[src/rtl/serial_receiver.sv]
// ============================================================================
//  Module   : serial_receiver
//  Purpose  : 8N1 UART receiver with mid-bit sampling, glitch rejection and
//             framing-error/break detection.
//  Revision : 1.0
// ============================================================================
`default_nettype none

module serial_receiver #(
   parameter int pClockFrequency = 24000000,
   parameter int pBaudRate       = 4000000
) (
   input  logic       iClock,
   input  logic       inReset,
   input  logic       iRxd,
   output logic [7:0] oData,
   output logic       oReceived,
   output logic       oFrameError,
   output logic       oBusy
);

   localparam int C_BIT_TICKS  = pClockFrequency / pBaudRate;
   localparam int C_HALF_TICKS = C_BIT_TICKS / 2;
   localparam int C_TIMER_W    = $clog2(C_BIT_TICKS);
   localparam logic [C_TIMER_W-1:0] C_BIT_LAST  = C_TIMER_W'(C_BIT_TICKS - 1);
   localparam logic [C_TIMER_W-1:0] C_HALF_LAST = C_TIMER_W'(C_HALF_TICKS - 1);

   typedef enum logic [2:0] {
      stIdle     = 3'd0,
      stStartBit = 3'd1,
      stDataBit  = 3'd2,
      stStopBit  = 3'd3,
      stWaitIdle = 3'd4
   } state_t;

   state_t                 r_state,   w_stateNext;
   logic [C_TIMER_W-1:0]   r_timer,   w_timerNext;
   logic [2:0]             r_bitIdx,  w_bitIdxNext;
   logic [7:0]             r_shift,   w_shiftNext;
   logic [7:0]             w_dataNext;
   logic                   w_receivedNext;
   logic                   w_frameErrorNext;
   logic                   r_rxMeta;
   logic                   r_rxs;

   // Synchronizer presets to idle-high so reset never looks like a start bit
   always_ff @(posedge iClock) begin
      if (!inReset) begin
         r_rxMeta <= 1'b1;
         r_rxs    <= 1'b1;
      end else begin
         r_rxMeta <= iRxd;
         r_rxs    <= r_rxMeta;
      end
   end

   always_ff @(posedge iClock) begin
      if (!inReset) begin
         r_state     <= stIdle;
         r_timer     <= '0;
         r_bitIdx    <= '0;
         r_shift     <= '0;
         oData       <= '0;
         oReceived   <= 1'b0;
         oFrameError <= 1'b0;
      end else begin
         r_state     <= w_stateNext;
         r_timer     <= w_timerNext;
         r_bitIdx    <= w_bitIdxNext;
         r_shift     <= w_shiftNext;
         oData       <= w_dataNext;
         oReceived   <= w_receivedNext;
         oFrameError <= w_frameErrorNext;
      end
   end

   always_comb begin
      w_stateNext      = r_state;
      w_timerNext      = r_timer + 1'b1;
      w_bitIdxNext     = r_bitIdx;
      w_shiftNext      = r_shift;
      w_dataNext       = oData;
      w_receivedNext   = 1'b0;
      w_frameErrorNext = 1'b0;

      case (r_state)
         stIdle: begin
            w_timerNext  = '0;
            w_bitIdxNext = '0;
            if (!r_rxs) begin
               w_stateNext = stStartBit;
            end
         end

         stStartBit: begin
            if (r_timer == C_HALF_LAST) begin
               w_timerNext = '0;
               w_stateNext = r_rxs ? stIdle : stDataBit;
            end
         end

         stDataBit: begin
            if (r_timer == C_BIT_LAST) begin
               w_timerNext  = '0;
               w_shiftNext  = {r_rxs, r_shift[7:1]};
               w_bitIdxNext = r_bitIdx + 1'b1;
               if (r_bitIdx == 3'd7) begin
                  w_stateNext = stStopBit;
               end
            end
         end

         stStopBit: begin
            if (r_timer == C_BIT_LAST) begin
               w_timerNext = '0;
               if (r_rxs) begin
                  w_dataNext     = r_shift;
                  w_receivedNext = 1'b1;
                  w_stateNext    = stIdle;
               end else begin
                  w_frameErrorNext = 1'b1;
                  w_stateNext      = stWaitIdle;
               end
            end
         end

         stWaitIdle: begin
            w_timerNext = '0;
            if (r_rxs) begin
               w_stateNext = stIdle;
            end
         end

         default: begin
            w_timerNext = '0;
            w_stateNext = stIdle;
         end
      endcase
   end

   assign oBusy = (r_state != stIdle);

endmodule

`default_nettype wire

[config.mk]
export PLATFORM = sky130hd
export DESIGN_NAME = serial_receiver
export DESIGN_NICKNAME = d
export VERILOG_FILES = /design/src/rtl/serial_receiver.sv
export SDC_FILE = /design/constraint.sdc
export NUM_CORES = 1
export LEC_CHECK = 0
export CAP_MARGIN = 10
export CORE_MARGIN = 2
export CORE_UTILIZATION = 48
export DETAILED_ROUTE_END_ITERATION = 8
export GPL_ROUTABILITY_DRIVEN = 0
export PLACE_DENSITY = 0.71
export SLEW_MARGIN = 10
export SYNTH_ARGS = -nofsm -noshare
export SYNTH_HDL_FRONTEND = slang
export SYNTH_SLANG_ARGS = --single-unit
[constraint.sdc]
create_clock -name iClock -period 1.3 [get_ports iClock]
set_input_delay 0.26 -clock iClock [delete_from_list [all_inputs] [get_ports iClock]]
set_output_delay 0.26 -clock iClock [all_outputs]
set_load 0.02 [all_outputs]
==> flow_summary.json <==
{
  "outcome": "finished, violations left",
  "layout-drive-gt1-share_pct": 35.03,
  "yosysWarnings": 0,
  "p_leak_nw": 0.6177,
  "use_met3_pct": 7.377,
  "cp.arrival_ps": 1190,
  "cts-htree-levels": 2,
  "ant_nets": 0,
  "cts-root-buf": "clkbuf_4",
  "core.rowCount": 18,
  "setup_ws_ps": -145.9,
  "clock_latency_ps": 330,
  "vias_per_cell": 5.565,
  "yosysSeqAreaShare_pct": 47.15,
  "p_comb_share_pct": 5.4,
  "use_met1_pct": 25.38,
  "setup_viol": 7,
  "crit_path_end_kind": "output pin",
  "start_kind": "flip-flop",
  "die-width_um": 54.65,
  "max_freq_mhz": 691.6,
  "min_path_type": "flip-flop to flip-flop",
  "rsz0062_at_grt": "yes",
  "multi_input_area_um2": 735.7,
  "dp_slack_ps": -259.7,
  "syn2layout_area_growth_pct": 40.85,
  "dp_hpwl_mm": 1.750,
  "crit_fanout": 2,
  "nNetsFinal": 181,
  "clkTransAtPathRegs_ps": 90,
  "min_period_over_period_pct": 111.2,
  "cap_violations": 0,
  "io_pins": 14,
  "synthDistinctLibCells": 31,
  "synth.area.mux_share_pct": 0,
  "fill_cells": 180,
  "power.total_mw": 1.774,
  "yosys.area_share.simple_pct": 27.44,
  "syn_area_per_cell_um2": 8.319,
  "critical_path_buf_inv_count": 1,
  "cts.path.max_buffers": 2,
  "initial_core_util_pct": 50.15,
  "period_minus_slack_ps": 1446,
  "overflow": 0,
  "cp_slowest_cell": "or3_4",
  "path_cells": "or3_4 -> buf_6",
  "async_flop_share_pct": 0,
  "syn_nets": 153,
  "violations": "setup timing",
  "synth-xor-area-share_pct": 0,
  "whs_ps": 417.8,
  "dr.pass1.iters": 4,
  "synth_compound_area_share_pct": 17.68,
  "powerDensity_nw_per_um2": 1023,
  "drc": 0,
  "antennaDiodeCount": 0,
  "hold_viol_final": 0,
  "fin_skew_ps": 12.42,
  "port_buffers": 13,
  "die-area_um2": 2986,
  "vias": 1152,
  "cts_tree": "built",
  "sw_frac_of_total_pct": 21.57,
  "crit_type": "flip-flop to output pin",
  "wl_per_cell_um": 14.23,
  "switchingPower_mw": 0.3825,
  "clock_sinks": 29,
  "slew_headroom_pct": 82.01,
  "coreArea_um2": 2455,
  "grt_max_degree": 19,
  "slew_viol_final": 0,
  "ir_worst_vdd_v": 0.0008338,
  "grt_pass1_wl_mm": 4.533,
  "routed_wl_mm": 2.945,
  "synth.ff_latch_count": 29,
  "sequentialPowerShare_pct": 50.5,
  "clockPowerShare_pct": 44.1,
  "synth_area_um2": 1231,
  "die_h_um": 54.65,
  "synthFlopType": "dfxtp_1",
  "seq_area_um2": 585.6,
  "gr-usage-met2_pct": 36.51,
  "synth_top_family_by_area": "simple AND/OR/NAND/NOR gates",
  "grt_busiest_layer": "met2",
  "worstMarginPinSlew_ps": 269.8,
  "first_global_vias": 1030,
  "netlist_instances": 148,
  "critPathTopFamily": "simple AND/OR/NAND/NOR gates",
  "synth_edf_count": 0,
  "slowest_delay_ps": 390,
  "r2r_setup_slack_ps": -120,
  "antenna_found_initial": 0,
  "drtIter0Drc": 8,
  "cts_buffers": 5,
  "cp_data_required_time_ps": 1040,
  "synthAdderAreaFrac_pct": 2.033,
  "p_int_mw": 1.391,
  "track_usage_pct": 22.14
}
## repair_timing
action	4_1_cts	5_1_grt
gates cloned	1	0
buffers inserted	1	1
pin swaps	9	7
hold buffers	0	0
gates resized for setup	23	36
endpoints found under the setup margin	33	32
## path summary, 6_finish.rpt
check / startpoint / to / cells after the start
hold / removal: r_rxMeta$_SDFF_PN1_ / r_rxs$_SDFF_PN1_ / 1
setup / recovery: r_state[2]$_SDFFE_PN0P_ / oBusy / 2
setup reg to reg: r_state[1]$_SDFFE_PN0P_ / r_state[0]$_SDFFE_PN0P_ / 5
hold reg to reg: r_rxMeta$_SDFF_PN1_ / r_rxs$_SDFF_PN1_ / 1
## area by class of cell
type	count	share of cell area, %
inverter	2	0.4329
clock inverter	1	1.732
sequential	29	33.77
clock buffer	7	3.175
tap	30	2.165
timing repair buffer	31	16.31
multi-input combinational	107	42.42
## stage by stage
| step | util, % | setup TNS, ps | std cells | area, um2 |
|---|---|---|---|---|
| after floorplan | - | -38.49 | 148 | 1265 |
| after global placement | 60.60 | -1217 | 196 | 1488 |
| after detailed placement | 60.60 | -2343 | 196 | 1488 |
| after CTS | 65.39 | -355.0 | 206 | 1605 |
| after global routing | 70.64 | -814.8 | 207 | 1734 |
| final | 70.64 | -355.2 | 207 | 1734 |
## cells by family after synthesis
family / Yosys count
simple gates: 69
flops: 29
compound gates: 35
buf+inv: 13
fa+ha+maj: 2
## sequential cells by signal, summed over array words and instances (netlist names)
| name | count |
|---|---|
| oData | 8 |
| r_shift | 8 |
| r_bitIdx | 3 |
| r_state | 3 |
| r_timer | 3 |
| oFrameError | 1 |
| oReceived | 1 |
| r_rxMeta | 1 |
| r_rxs | 1 |
## metal layers
metal,wire [um],vias to the layer above
li1,-,572
met1,1227,544
met2,1515,29
met3,126,7
met4,76,0
met5,0,-
## placed cells by master, fill, tap and decap left out, types with 3 or more instances in the layout
cell             count
nand2_1             26
nand2_2              6
clkbuf_4             5
nand3_1             12
buf_4               13
nand2b_1             4
nor3_1               3
a21oi_1              4
o21ai_0              4
a21oi_2              9
nor2_1               5
dfxtp_2              4
dfxtp_1             25
buf_6                6
clkdlybuf4s15_1      8
o21ai_1             10
## cells in the mapped netlist (all sizes together) (2+ instances only)
cell type	n	area (um2)
o21ai	14	70.07
clkbuf	2	7.510
nor2	7	26.28
nor3	3	15.01
dfxtp	29	580.6
ha	2	25.02
a311oi	2	17.52
nand2	34	127.6
a21oi	13	65.06
buf	9	55.04
nand3	12	60.06
nand2b	5	31.28
or3	2	12.51
## worst reg2reg max path, stage by stage (launching register included)
cell	delay [ps]
dfxtp_2	340
buf_6	120
or2_4	230
a2111oi_4	360
o21bai_1	110
a32oi_1	190
## power by group through the flow
stage | Sequential, mW | Clock, mW | Combinational (mW)
detailed placement | 0.917 | 0 | 0.0823
finish | 0.896 | 0.782 | 0.0957
global placement | 0.916 | 0 | 0.0801
CTS | 0.896 | 0.790 | 0.0841
floorplan | 0.917 | 0 | 0.0528
global route | 0.897 | 0.829 | 0.103
Note: power is estimated with default switching activity, not from simulation.
